--- src/rtl/clock_set_controller.sv ---
// Run/set mode sequencer for the clock: base tick, field increment strobes, blink.
// Optional AUTO_EXIT_EN: leave a set mode after IDLE_TIMEOUT cycles without buttons.
module clock_set_controller #(
   parameter int unsigned TICK_DIV     = 100000000,
   parameter int unsigned HOLD_START   = 300000000,
   parameter int unsigned HOLD_REPEAT  = 50000000,
   parameter int unsigned BLINK_DIV    = 25000000,
   parameter int unsigned IDLE_TIMEOUT = 1000000000
) (
   input  logic       clk,
   input  logic       rst,
   input  logic       BTN_mode,
   input  logic       BTN_up,
   output logic       tick,
   output logic       inc_hour,
   output logic       inc_min,
   output logic       inc_sec,
   output logic [1:0] field_sel,
   output logic       blink,
   output logic       running
);

   localparam int unsigned TW     = $clog2(TICK_DIV) + 1;
   localparam int unsigned HOLDMX = (HOLD_START > HOLD_REPEAT) ? HOLD_START : HOLD_REPEAT;
   localparam int unsigned HW     = $clog2(HOLDMX) + 1;
   localparam int unsigned BW     = $clog2(BLINK_DIV) + 1;

   if (TICK_DIV < 2 || HOLD_START < 1 || HOLD_REPEAT < 1 || BLINK_DIV < 1 || IDLE_TIMEOUT < 1)
   begin : g_param_check
      $error("clock_set_controller: divider parameters out of range");
   end

   typedef enum logic [1:0] {
      RUN      = 2'd0,
      SET_HOUR = 2'd1,
      SET_MIN  = 2'd2,
      SET_SEC  = 2'd3
   } state_t;

   state_t          state_q, state_d;
   logic            mode_q, up_q;
   logic [TW-1:0]   presc_q, presc_d;
   logic [HW-1:0]   hold_q, hold_d, hold_lim;
   logic            rep_q, rep_d;
   logic            arm_q, arm_d;
   logic [BW-1:0]   bcnt_q, bcnt_d;
   logic            blink_q, blink_d;
   logic            inc_hour_q, inc_hour_d;
   logic            inc_min_q, inc_min_d;
   logic            inc_sec_q, inc_sec_d;
   logic            in_set, mode_edge, up_edge, strobe, timeout;
`ifdef AUTO_EXIT_EN
   localparam int unsigned IW = $clog2(IDLE_TIMEOUT) + 1;
   logic [IW-1:0]   idle_q, idle_d;
`endif

   always_comb begin
      in_set    = (state_q != RUN);
      mode_edge = BTN_mode & ~mode_q;
      up_edge   = BTN_up & ~up_q;
      tick      = ~in_set && (presc_q >= TW'(TICK_DIV - 1));

      timeout = 1'b0;
`ifdef AUTO_EXIT_EN
      idle_d = '0;
      if (in_set && !BTN_mode && !BTN_up) begin
         if (idle_q >= IW'(IDLE_TIMEOUT - 1)) timeout = 1'b1;
         else                                  idle_d  = idle_q + 1'b1;
      end
`endif

      state_d = state_q;
      if (mode_edge) begin
         unique case (state_q)
            RUN:      state_d = SET_HOUR;
            SET_HOUR: state_d = SET_MIN;
            SET_MIN:  state_d = SET_SEC;
            SET_SEC:  state_d = RUN;
         endcase
      end else if (timeout) begin
         state_d = RUN;
      end

      presc_d = (in_set || tick) ? '0 : presc_q + 1'b1;

      // Hold counting needs an up edge seen in this field; a mode edge disarms it.
      strobe   = 1'b0;
      hold_d   = '0;
      rep_d    = 1'b0;
      arm_d    = 1'b0;
      hold_lim = rep_q ? HW'(HOLD_REPEAT - 1) : HW'(HOLD_START - 1);
      if (in_set && BTN_up && !mode_edge) begin
         if (up_edge) begin
            strobe = 1'b1;
            arm_d  = 1'b1;
         end else if (arm_q) begin
            arm_d = 1'b1;
            if (hold_q >= hold_lim) begin
               strobe = 1'b1;
               rep_d  = 1'b1;
            end else begin
               hold_d = hold_q + 1'b1;
               rep_d  = rep_q;
            end
         end
      end

      inc_hour_d = strobe && (state_q == SET_HOUR);
      inc_min_d  = strobe && (state_q == SET_MIN);
      inc_sec_d  = strobe && (state_q == SET_SEC);

      bcnt_d  = '0;
      blink_d = 1'b0;
      if (state_d != state_q) begin
         blink_d = (state_d != RUN);
      end else if (in_set) begin
         if (bcnt_q >= BW'(BLINK_DIV - 1)) begin
            blink_d = ~blink_q;
         end else begin
            bcnt_d  = bcnt_q + 1'b1;
            blink_d = blink_q;
         end
      end
   end

   always_ff @(posedge clk) begin
      if (rst) begin
         state_q    <= RUN;
         mode_q     <= 1'b0;
         up_q       <= 1'b0;
         presc_q    <= '0;
         hold_q     <= '0;
         rep_q      <= 1'b0;
         arm_q      <= 1'b0;
         bcnt_q     <= '0;
         blink_q    <= 1'b0;
         inc_hour_q <= 1'b0;
         inc_min_q  <= 1'b0;
         inc_sec_q  <= 1'b0;
`ifdef AUTO_EXIT_EN
         idle_q     <= '0;
`endif
      end else begin
         state_q    <= state_d;
         mode_q     <= BTN_mode;
         up_q       <= BTN_up;
         presc_q    <= presc_d;
         hold_q     <= hold_d;
         rep_q      <= rep_d;
         arm_q      <= arm_d;
         bcnt_q     <= bcnt_d;
         blink_q    <= blink_d;
         inc_hour_q <= inc_hour_d;
         inc_min_q  <= inc_min_d;
         inc_sec_q  <= inc_sec_d;
`ifdef AUTO_EXIT_EN
         idle_q     <= idle_d;
`endif
      end
   end

   assign field_sel = state_q;
   assign running   = (state_q == RUN);
   assign blink     = blink_q;
   assign inc_hour  = inc_hour_q;
   assign inc_min   = inc_min_q;
   assign inc_sec   = inc_sec_q;

endmodule

--- config.mk ---
export PLATFORM = sky130hd
export DESIGN_NAME = clock_set_controller
export DESIGN_NICKNAME = d
export VERILOG_FILES = /design/src/rtl/clock_set_controller.sv
export SDC_FILE = /design/constraint.sdc
export NUM_CORES = 1
export LEC_CHECK = 0
export ABC_CLOCK_PERIOD_IN_PS = 2600
export BUFFER_PORTS_ARGS = -buffer_cell sky130_fd_sc_hd__buf_2
export CAP_MARGIN = 20
export CORE_MARGIN = 4
export CORE_UTILIZATION = 45
export DETAILED_ROUTE_END_ITERATION = 8
export MAX_ROUTING_LAYER = met4
export SLEW_MARGIN = 20
export SYNTH_ARGS = -nofsm -noshare
export SYNTH_HDL_FRONTEND = slang
export SYNTH_SLANG_ARGS = --single-unit
--- constraint.sdc ---
create_clock -name clk -period 2.6 [get_ports clk]
set_input_delay 0.26 -clock clk [delete_from_list [all_inputs] [get_ports clk]]
set_output_delay 0.26 -clock clk [all_outputs]
set_load 0.01 [all_outputs]
=== Word-level counts from Yosys, hierarchy flattened ===
Cells that the tools add are included.
Widths: inputs -> output; s select.

* $add $sub $neg: 3
* Order comparisons: 3
* Eq/ne operators: 5
* Multiplexer cells: 12
* Bitwise logic cells: 8
* Reductions and logical operators: 16

{| class="wikitable"
|+ Operators with widths
! cell !! count
|-
| $add 30x1->30 const B || 1
|-
| $ge 30x29->1 || 1
|-
| $mux 29 || 1
|-
| $add 28x1->28 const B || 1
|-
| $ge 28x27->1 const B || 1
|-
| $add 26x1->26 const B || 1
|-
| $ge 26x25->1 const B || 1
|-
| $mux 1 || 9
|-
| $pmux 2 s4 || 1
|-
| $reduce_or 4->1 || 2
|-
| $logic_and 1x1->1 || 6
|-
| $not 1->1 || 6
|-
| $reduce_or 5->1 || 1
|-
| $eq 2x2->1 const B || 2
|-
| $reduce_bool 2->1 || 2
|-
| $reduce_or 2->1 || 2
|-
| $ne 3x1->1 const B || 1
|-
| $and 1x1->1 || 2
|-
| $eq 2x1->1 const B || 1
|-
| $logic_not 2->1 || 1
|-
| $mux 2 || 1
|-
| $ne 2x2->1 || 1
|-
| $logic_not 1->1 || 1
|-
| $logic_or 1x1->1 || 1
|}

* Bits in registers: 94
* Bits of input ports: 4
* Output and inout port bits: 8
* Logic and storage cells: 59

=== Logic depth before layout (Yosys ltp) ===
Gate-level depths: netlist (run 1).

* Depth after elaboration: 7
* Gate-level depth with buffers: 8
* Mapped depth without buffers: 7

=== Worst setup path after synthesis (run 1) ===
No wires, ideal clock.

* Path kind: reg2reg
* Start point: reg rep_q
* End point: reg hold_q[7]
* Library setup time: 0.064 ns
* Data arrival time: 1.822 ns
* Data required time: 2.536 ns
* Slack: 0.713 ns
* Cell stages (with the launch flop): 9
* Path buffers: 1
* Clock period less this slack: 1.887 ns
* Path through: dfxtp_1 inv_1 ha_1 a211oi_1 nand2_1 a211oi_1 nand3_1 buf_2 nor2_1

* Longest elaborated chain between the ends: 3

{| class="wikitable"
|+ RTL lines
! item !! RTL line !! source
|-
| start, declared || 44 || <nowiki>logic rep_q, rep_d;</nowiki>
|-
| start signal, assigned || 149 || <nowiki>rep_q <= rep_d;</nowiki>
|-
| $mux 29 || 91 || <nowiki>hold_lim = rep_q ? HW'(HOLD_REPEAT - 1) : HW'(HOLD_START - 1);</nowiki>
|-
| $ge 30x29->1 || 98 || <nowiki>if (hold_q >= hold_lim) begin</nowiki>
|-
| $reduce_or 5->1 (no line) || - ||
|-
| end signal, assigned || 148 || <nowiki>hold_q <= hold_d;</nowiki>
|-
| end, declared || 43 || <nowiki>logic [HW-1:0] hold_q, hold_d, hold_lim;</nowiki>
|}

Every way passes these cells.
A chain may end at the register's enable or synchronous reset.

=== Worst setup path after layout (run 1) ===
Ends and elaborated chain as after synthesis.

==> summary.md, run 1 <==
| Metric | Value |
|---|---|
| Final worst path period need | roughly 2.3 ns |
| Syn avg cell area | 9.20 sq um |
| Commonest cells after routing, fill and taps aside | 94 x dfxtp_1, 74 x nor2_1, 57 x xor2_1 |
| Fin. max-slew vios | 0 |
| CP Max Fanout | 17 |
| Overall routed net length | 8540 um |
| Largest net degree at the start of global routing | 28 |
| Routed len/inst | 13.1 um |
| Worst-case reg-to-reg path depth | 8 |
| CTS Hold Bufs | 0 |
| Congestion Overflow GR | 0 |
| CP Data Required Time | ~2.9 ns |
| Final std cell area, no fill | 0.00505 sq mm |
| CP Launch Type | flop |
| Initial DRC count | approximately 120 |
| Max_cap viols | 0 |
| Post-Syn Area | 0.00463 sq mm |
| Unrepaired setup endpoints after global routing | false |
| Antenna Cells | 0 |
| Layout cell share with drive strength beyond 1 | 11.9% |
| Tcrit/Tclk final | just under 90% |
| Number of synthesized register bits | 94 |
| Leak | 1.74 nW |
| Commonest non-fill, non-tap cell in the layout | dfxtp_1 |
| Inserted Clock Buffers | 9 |
| Row count | 36 |
| Placed Area | 0.00478 sq mm |
| CTS tree | yes |
| Clk Latency, worst-skew pair | 0.37 ns |
| Setup Skew | 0.0102 ns |
| Initial antenna violation count | 0 |
| Crit path capture type | flop |
| Clk slew on worst S/H paths | approximately 0.090 ns |
| Post-synth EDFFs | 0 |
| Final WS setup | 0.347 ns |
| # DRC | 0 |
| Slew margin rel. | 51.1% |
| Primary FF master, synth | dfxtp_1 |
| Worst min path class | in -> reg |
| Clk sinks | 94 |
| Post-synthesis cell type count | 48 |
| Via count | 3,394 |
| Final cell count without fillers | 654 |
| Fmax | 444 MHz |
| Post-DP HPWL | about 6000 um |
| Post-CTS Setup Inserts | 0 |
| First-pass DRT Iterations | 5 |
| CTS max path bufs | 2 |
| Placed cell count | approximately 640 |
| Final setup vio count | 0 |
| Post-DRT Antenna Nets | 0 |
| Status | finished, final reports clean |
| Nets@finish | between 500 and 600 |
| R2R setup slack | 0.35 ns |
| CP arrival | 2.51 ns |
| # IOs | 12 |
| Number of global-route vias before repair | 3,314 |
| Die width | approximately 110 um |
| Total die area | 0.0120 sq mm |
| H-tree depth | 3 |
| Sequential area share after synthesis | 40.7% |
| Pwr dens | 555 mW/mm^2 |
| First-pass GRT wire length | 15,300 um |
| Die Y | 109 um |
| Total GRT Usage | 16.4% |
| Post-Place Setup Slack | 0.294 ns |
| Global placement routability congestion | 0.800 |
| Setup TNS | 0 ns |
| Port buffer count | 11 |
| Starting Density | 46.7% |
| Min-Delay Path Depth | 2 |
| Synth Instances | slightly above 500 |
| Post-synth ARST share | 0% |
| Synthesis-to-layout area growth | 9.03% |
| Worst vdd ir | 0.377 mV |
| Vias per cell | roughly 5.2 |
| Root buffer cell | clkbuf_8 |
| Synth Warn # | 0 |
| Core area | approximately 0.0099 sq mm |
| Slew @ Worst Pin | around 0.73 ns |
| Total Power | 2.80 mW |
| Hold Fails Final Rpt | 0 |
| Critical setup path kind | reg -> reg |
## critical path, cell delays in order, from the launching register on
cell	delay, ns
dfxtp_1	0.46
inv_1	0.21
ha_1	0.34
nand2_1	0.08
nor4_2	0.37
o211ai_1	0.22
nand3_1	0.16
buf_4	0.23
nor2_1	0.07
## state kept, by name, summed over array words and instances (netlist names), 2 cells and up
| signal | count |
|---|---|
| hold_q | 30 |
| presc_q | 28 |
| bcnt_q | 26 |
| field_sel | 2 |
## cell families after synthesis
family          after synthesis  share of synthesized area, %
buf+inv                      27                          3.33
simple gates                251                          31.1
xor+xnor                     73                          13.8
other cells                   1                        0.0810
fa+ha+maj                    18                          4.87
compound gates               39                          6.19
flops                        94                          40.7
## what timing repair did
item	CTS	global route
gates resized for setup	0	2
setup endpoints to repair	0	26
endpoints found under the hold margin	0	0
## final timing paths
check                  start         end
setup / recovery       rep_q   hold_q[7]
hold / removal      BTN_mode      mode_q
setup reg to reg       rep_q   hold_q[7]
hold reg to reg   presc_q[0]  presc_q[0]
## stage by stage
step / utilization [%] / hold slack (ns)
2_1_floorplan: - / 0.332
3_3_place_gp: 48.2 / 0.447
3_5_place_dp: 48.2 / 0.458
4_1_cts: 50.8 / 0.106
6_report: 50.9 / 0.128
5_1_grt: 50.9 / 0.127
## cell usage after synthesis, types with 3 or more instances
cell | n | area share [%]
nand4b_1 | 5 | 0.95
xnor2_1 | 16 | 3.0
nor3_1 | 6 | 0.65
inv_1 | 13 | 1.1
and4_1 | 8 | 1.5
clkbuf_1 | 4 | 0.32
nand2b_1 | 3 | 0.41
dfxtp_1 | 94 | 41
and2_1 | 3 | 0.41
a211oi_1 | 3 | 0.49
o21ai_0 | 8 | 0.87
buf_4 | 4 | 0.65
buf_2 | 4 | 0.43
nand4_1 | 29 | 3.9
a21oi_1 | 11 | 1.2
nor2_4 | 18 | 4.4
and3_1 | 21 | 2.8
nand3_1 | 32 | 3.5
xor2_1 | 57 | 11
nor2_1 | 74 | 6.0
ha_1 | 18 | 4.9
nand2_1 | 29 | 2.4
o211ai_1 | 4 | 0.65
nor4_1 | 6 | 0.81
## layout make-up
class | count | area, sq um
fillers | 946 | 4860
inverters | 13 | 48.8
repair buffers | 15 | 85.1
clock buffers | 12 | 155
flip-flops and latches | 94 | 1880
multi-input cells | 383 | 2610
well taps | 133 | 166
clock inverters | 4 | 101
## report_power, final
group	leakage [nW]	internal [mW]	switching, mW
combinational	0.853	0.0420	0.0834
clock	0.129	0.699	0.509
sequential	0.759	1.45	0.0136
total	1.74	2.19	0.606
## metal layers
| layer | track usage [%] | routed length [um] |
|---|---|---|
| met5 | - | 0 |
| met4 | 4.36 | 115 |
| met3 | 5.46 | 251 |
| met2 | 25.5 | 4000 |
| met1 | 20.4 | 4170 |
No activity file was read; power rests on OpenSTA's default activity.
==> run 2, diff against run 1 <==
--- a/config.mk
+++ b/config.mk
@@ -11,7 +11,6 @@
 export CORE_MARGIN = 4
 export CORE_UTILIZATION = 45
 export DETAILED_ROUTE_END_ITERATION = 8
-export MAX_ROUTING_LAYER = met4
 export SLEW_MARGIN = 20
 export SYNTH_ARGS = -nofsm -noshare
 export SYNTH_HDL_FRONTEND = slang
==> run 2 against run 1 <==
Effect of this change:
- register-to-register slack barely moved
- first-iteration DRC count fell by 6.9%
- clock-buffer cell count did not move
- via count rose by 0.32%
- clock skew rose by 0.00064 ns
- non-clock buffer count did not move
- routed wire length rose by 0.19%
- utilization did not move
- hold slack got worse by 0.0015 ns
- cell count did not move
- power barely moved
- critical path type unchanged
- critical endpoint unchanged
- largest power group unchanged
==> summary.md, run 2 (synthesized netlist as in run 1, its figures left out) <==
| Metric | Value |
|---|---|
| Status | finished, final reports clean |
| Commonest non-fill, non-tap cell in the layout | dfxtp_1 |
| Port buffer count | 11 (unchanged) |
| # IOs | 12 (unchanged) |
| Biggest regs | hold_q: 30 flops, presc_q: 28 flops, bcnt_q: 26 flops |
| Synthesis-to-layout area growth | 9.03% (unchanged) |
| Fin. max-slew vios | 0 (unchanged) |
| CP Cell Sequence | inv_1, ha_1, nand2_1, nor4_2, o211ai_1, nand3_1, buf_4, nor2_1 |
| Total die area | 0.0120 sq mm (unchanged) |
| Final Util | 50.9% (unchanged) |
| Slew margin rel. | 50.9% (-0.15 points) |
| WP depth | 8 (unchanged) |
| Largest Register | hold_q |
| Worst min path class | in -> reg |
| R2R setup slack | 0.35 ns (about the same) |
| CP Launch Type | flop |
| Fmax | 444 MHz (about the same) |
| CP bufs+invs | 2 (unchanged) |
| First-pass GRT wire length | 15,300 um (unchanged) |
| CP arrival | 2.51 ns (about the same) |
| Via count | 3,405 (+0.32%) |
| R2r endpoint | hold_q[7] |
| First-pass DRT Iterations | 5 (unchanged) |
| Routed len/inst | 13.1 um (+0.19%) |
| Worst Hold Launch | BTN_mode |
| Global placement routability congestion | 0.789 (-1.4%) |
| Clk slew on worst S/H paths | 0.09 ns (about the same) |
| Nets@finish | 538 (unchanged) |
| Hold Fails Final Rpt | 0 (unchanged) |
| Leak | 1.74 nW (unchanged) |
| CTS Hold Bufs | 0 (unchanged) |
| Core area | 0.00991 sq mm (unchanged) |
| Clk Latency, worst-skew pair | 0.37 ns (about the same) |
| Total GRT Usage | 15.9% (-0.45 points) |
| Min-Delay Path Depth | 2 (unchanged) |
| Footprint of the multi-input gates | 0.00261 sq mm (unchanged) |
| Max_cap viols | 0 (unchanged) |
| CP Data Required Time | 2.86 ns (about the same) |
| Final setup vio count | 0 (unchanged) |
| Die width | 109 um (unchanged) |
| CTS tree | yes |
| Worst vdd ir | 0.378 mV (about the same) |
| Fill cell count | 946 (unchanged) |
| Tcrit/Tclk final | 86.6% (about the same) |
| Vias per cell | 5.21 (+0.32%) |
| # DRC | 0 (unchanged) |
| Clk sinks | 94 (unchanged) |
| Slew @ Worst Pin | 0.734 ns (+0.00218 ns) |
| Max reg flops | 30 (unchanged) |
| CP max stage cell | dfxtp_1 |
| Die Y | 109 um (unchanged) |
| Unrepaired setup endpoints after global routing | false |
| Initial DRC count | 108 (-6.9%) |
| Starting Density | 46.7% (unchanged) |
| Worst reg2reg startpoint | rep_q |
| Number of global-route vias before repair | 3,312 (-0.060%) |
| Crit path from | rep_q |
| Post-DRT Antenna Nets | 0 (unchanged) |
| Congestion Overflow GR | 0 (unchanged) |
| Register area | 0.00188 sq mm (unchanged) |
| Setup Skew | 0.0109 ns (+0.000635 ns) |
| Critical setup path kind | reg -> reg |
| Final worst path period need | 2.25 ns (-0.00135 ns) |
| Worst-case reg-to-reg path depth | 8 (unchanged) |
| Post-DP HPWL | 5980 um (unchanged) |
| Inserted Clock Buffers | 9 (unchanged) |
| Overall routed net length | 8550 um (+0.19%) |
| Initial antenna violation count | 0 (unchanged) |
| Crit path capture type | flop |
| Setup TNS | 0 ns (unchanged) |
| CTS max path bufs | 2 (unchanged) |
| Largest net degree at the start of global routing | 28 (unchanged) |
| CP max stage delay | 0.46 ns (about the same) |
| Crit path max-delay family | simple AND/OR/NAND/NOR gates |
| Layout cell share with drive strength beyond 1 | 11.9% (unchanged) |
| Row count | 36 (unchanged) |
| Root buffer cell | clkbuf_8 |
| CP Max Fanout | 17 (unchanged) |
| End point of the worst hold path | mode_q |
| Antenna Cells | 0 (unchanged) |
| Commonest cells after routing, fill and taps aside | 94 x dfxtp_1, 74 x nor2_1, 57 x xor2_1 |
| Pwr dens | 555 mW/mm^2 (about the same) |
| H-tree depth | 3 (unchanged) |
## run 2: cell counts in the layout (fill, tap and decap cells not counted)
No cell type changed its count.
## run 2: layout make-up
class | count | share of cell area [%]
well taps | 133 | 3.30
repair buffers | 15 | 1.69
clock inverters | 4 | 2.01
multi-input cells | 383 | 51.7
clock buffers | 12 | 3.07
inverters | 13 | 0.967
flip-flops and latches | 94 | 37.3
## run 2: metrics by stage
stage,power [mW],area (sq um),worst slack (ns),hold slack [ns],std cells
2_1_floorplan,1.61,4630,0.713,0.332,504
3_3_place_gp,1.62,4780,0.370,0.447,638
3_5_place_dp,1.63,4780,0.294,0.458,638
4_1_cts,2.85,5030,0.283,0.106,654
5_1_grt,2.93,5050,0.107,0.127,654
6_report,2.80,5050,0.348,0.126,654
## run 2: layer usage
| metal | part of all wire, % | GRT usage, % | up-vias |
|---|---|---|---|
| li1 | - | - | 1774 |
| met1 | 49 | 20.5 | 1593 |
| met2 | 47 | 25.5 | 28 |
| met3 | 2.8 | 5.46 | 10 |
| met4 | 1.3 | 4.36 | 0 |
| met5 | 0 | 0 | - |
## run 2: worst max-delay path by stage
stage                             to  slack [ns]
after global placement    hold_q[10]        0.37
final                      hold_q[7]        0.35
after floorplan            hold_q[7]        0.71
after CTS                  hold_q[7]        0.28
after global routing      hold_q[25]        0.11
after detailed placement   hold_q[3]        0.29
## run 2: what timing repair did
item,CTS,global route
endpoints found under the setup margin,0,26
buffers inserted,0,0
gates resized for setup,0,2
## run 2: report_power, final
part | internal (mW) | switching [mW]
clock | 0.699 | 0.508
sequential | 1.45 | 0.0136
combinational | 0.0420 | 0.0839
total | 2.19 | 0.606
==> run 3, diff against run 2 <==
--- a/config.mk
+++ b/config.mk
@@ -11,6 +11,7 @@
 export CORE_MARGIN = 4
 export CORE_UTILIZATION = 45
 export DETAILED_ROUTE_END_ITERATION = 8
+export SETUP_SLACK_MARGIN = 0.5
 export SLEW_MARGIN = 20
 export SYNTH_ARGS = -nofsm -noshare
 export SYNTH_HDL_FRONTEND = slang
==> constraint.sdc (replaced) <==
create_clock -name clk -period 2.6 [get_ports clk]
set_input_delay 0.26 -clock clk [delete_from_list [all_inputs] [get_ports clk]]
set_output_delay 0.26 -clock clk [all_outputs]
set_load 0.005 [all_outputs]
==> run 3 against run 2 <==
Effect of this change:
- final area is 7.2% higher
- utilization up 3.6 points
- global-route usage increased by 0.36 points
- flip-flop and latch count unchanged
- critical endpoint is now inc_sec
- largest power group unchanged
- hold slack better by 0.0011 ns
- clock skew hardly changed
- clock power hardly changed
- first-iteration DRC count is 56% higher
==> summary.md, run 3 (synthesized netlist as in run 1, its figures left out) <==
| Metric | Value |
|---|---|
| Status | finished, final reports clean |
| CTS tree | yes |
| Crit path from | rep_q |
| CTS max path bufs | 2 (unchanged) |
| Routed len/inst | 13.5 um (+3.4%) |
| Post-DRT Antenna Nets | 0 (unchanged) |
| CP Cell Sequence | clkinvlp_4, buf_6, ha_4, a311oi_2, nand2_1, a211oi_4, buf_4, nand3_4, and3_1 |
| First-pass DRT Iterations | 4 (-1) |
| Inserted Clock Buffers | 9 (unchanged) |
| Commonest non-fill, non-tap cell in the layout | dfxtp_1 |
| Via count | 3,494 (+2.6%) |
| Unrepaired setup endpoints after global routing | true |
| Final setup vio count | 0 (unchanged) |
| Pwr dens | 518 mW/mm^2 (-6.6%) |
| Worst vdd ir | 0.377 mV (about the same) |
| Total Power | 2.80 mW (about the same) |
| Clk sinks | 94 (unchanged) |
| Total GRT Usage | 16.3% (+0.36 points) |
| Worst Hold Launch | BTN_mode |
| Final worst path period need | 2.09 ns (-0.166 ns) |
| Crit path max-delay family | compound AO/OA/AOI/OAI gates |
| Post-DP HPWL | 5980 um (unchanged) |
| Clk slew on worst S/H paths | 0.09 ns (about the same) |
| H-tree depth | 3 (unchanged) |
| Global placement routability congestion | 0.789 (unchanged) |
| Worst reg2reg startpoint | rep_q |
| Commonest cells after routing, fill and taps aside | 89 x dfxtp_1, 67 x nor2_1, 57 x xor2_1 |
| Clk Latency, worst-skew pair | 0.37 ns (about the same) |
| Footprint of the multi-input gates | 0.00281 sq mm (+7.6%) |
| Leak | 1.86 nW (+6.8%) |
| CP Launch Type | flop |
| Antenna Cells | 0 (unchanged) |
| Crit path capture type | flop |
| Final WS setup | 0.514 ns (+0.166 ns) |
| Row count | 36 (unchanged) |
| Port buffer count | 11 (unchanged) |
| Die Y | 109 um (unchanged) |
| Initial antenna violation count | 0 (unchanged) |
| Nets@finish | 552 (+2.6%) |
| Biggest regs | hold_q: 30 flops, presc_q: 28 flops, bcnt_q: 26 flops |
| Core area | 0.00991 sq mm (unchanged) |
| CP max stage cell | dfxtp_4 |
| Congestion Overflow GR | 0 (unchanged) |
| First-pass GRT wire length | 15,700 um (+2.5%) |
| Fmax | 479 MHz (+7.9%) |
| Largest Register | hold_q |
| Number of global-route vias before repair | 3,396 (+2.5%) |
| Fill cell count | 915 (-3.3%) |
| Synthesis-to-layout area growth | 16.8% |
| Vias per cell | 5.23 (+0.46%) |
| CP Max Fanout | 4 (-13) |
| Register area | 0.00189 sq mm (+0.47%) |
| Slew margin rel. | 50.8% (-0.14 points) |
| CP Data Required Time | 2.87 ns (about the same) |
| Root buffer cell | clkbuf_8 |
| Initial DRC count | 169 (+56%) |
| Overall routed net length | 9030 um (+5.6%) |
| CP max stage delay | 0.37 ns (-0.09 ns) |
| # DRC | 0 (unchanged) |
| Starting Density | 46.7% (unchanged) |
| Worst Hold Slack | 0.127 ns (+0.00109 ns) |
| Hold Fails Final Rpt | 0 (unchanged) |
| Post-Place Setup Slack | 0.294 ns (unchanged) |
| Setup TNS | 0 ns (unchanged) |
| Final Util | 54.6% (+3.6 points) |
| Critical setup path kind | reg -> reg |
| Largest net degree at the start of global routing | 28 (unchanged) |
| CP arrival | 2.35 ns (-0.16 ns) |
| Setup Skew | 0.0112 ns (+0.000277 ns) |
| Worst min path class | in -> reg |
| Die width | 109 um (unchanged) |
| Total die area | 0.0120 sq mm (unchanged) |
| Layout cell share with drive strength beyond 1 | 20.0% (+8.1 points) |
| Tcrit/Tclk final | 80.2% (-6.4 points) |
| Max reg flops | 30 (unchanged) |
| Fin. max-slew vios | 0 (unchanged) |
| Slew @ Worst Pin | 0.736 ns (+0.00205 ns) |
| Max_cap viols | 0 (unchanged) |
| # IOs | 12 (unchanged) |
| CP bufs+invs | 3 (+1) |
[run 3: changes by cell type in the layout (fill, tap and decap cells not counted), moves of 5 or more]
cell	previous run	this run
dfxtp_1	94	89
buf_4	4	9
ha_1	18	11
ha_4	0	5
nor2_1	74	67
buf_6	0	7
[run 3: stage by stage]
step | std cells | instance area, sq um
after floorplan | 504 | 4630
after global placement | 638 | 4780
after detailed placement | 638 | 4780
after CTS | 662 | 5170
after global routing | 668 | 5410
final | 668 | 5410
[run 3: final cells by class]
| cell class | instances | share of cell area (%) |
|---|---|---|
| multi-input combinational | 383 | 51.9 |
| sequential | 94 | 35.0 |
| timing repair buffer | 29 | 4.37 |
| tap | 133 | 3.08 |
| clock buffer | 12 | 2.87 |
| clock inverter | 4 | 1.87 |
| inverter | 13 | 0.972 |
[run 3: final timing paths]
check | end | slack (ns) | cells past startpoint
setup / recovery | inc_sec | 0.51 | 9
hold / removal | mode_q | 0.13 | 2
hold reg to reg | presc_q[0] | 0.44 | 1
setup reg to reg | inc_sec | 0.51 | 9
[run 3: report_power, final]
| part | internal, mW | total (mW) | switching, mW |
|---|---|---|---|
| clock network | 0.699 | 1.21 | 0.507 |
| logic | 0.0468 | 0.130 | 0.0829 |
| registers | 1.45 | 1.47 | 0.0139 |
[run 3: metal layers]
layer	global-route usage, %	part of all wire (%)	vias to the layer above	wire length (um)
li1	-	-	1797	-
met1	20.9	47	1655	4260
met2	26.1	48	31	4340
met3	5.58	3.3	11	298
met4	4.63	1.4	0	124
met5	0	0	-	0
[run 3: repair_timing]
item / 4_1_cts / 5_1_grt
pin swaps: 4 / 10
endpoints found under the setup margin: 59 / 82
hold endpoints to repair: 0 / 0
setup buffers: 7 / 6
gates cloned: 1 / 0
hold buffers: 0 / 0
gates resized for setup: 14 / 46
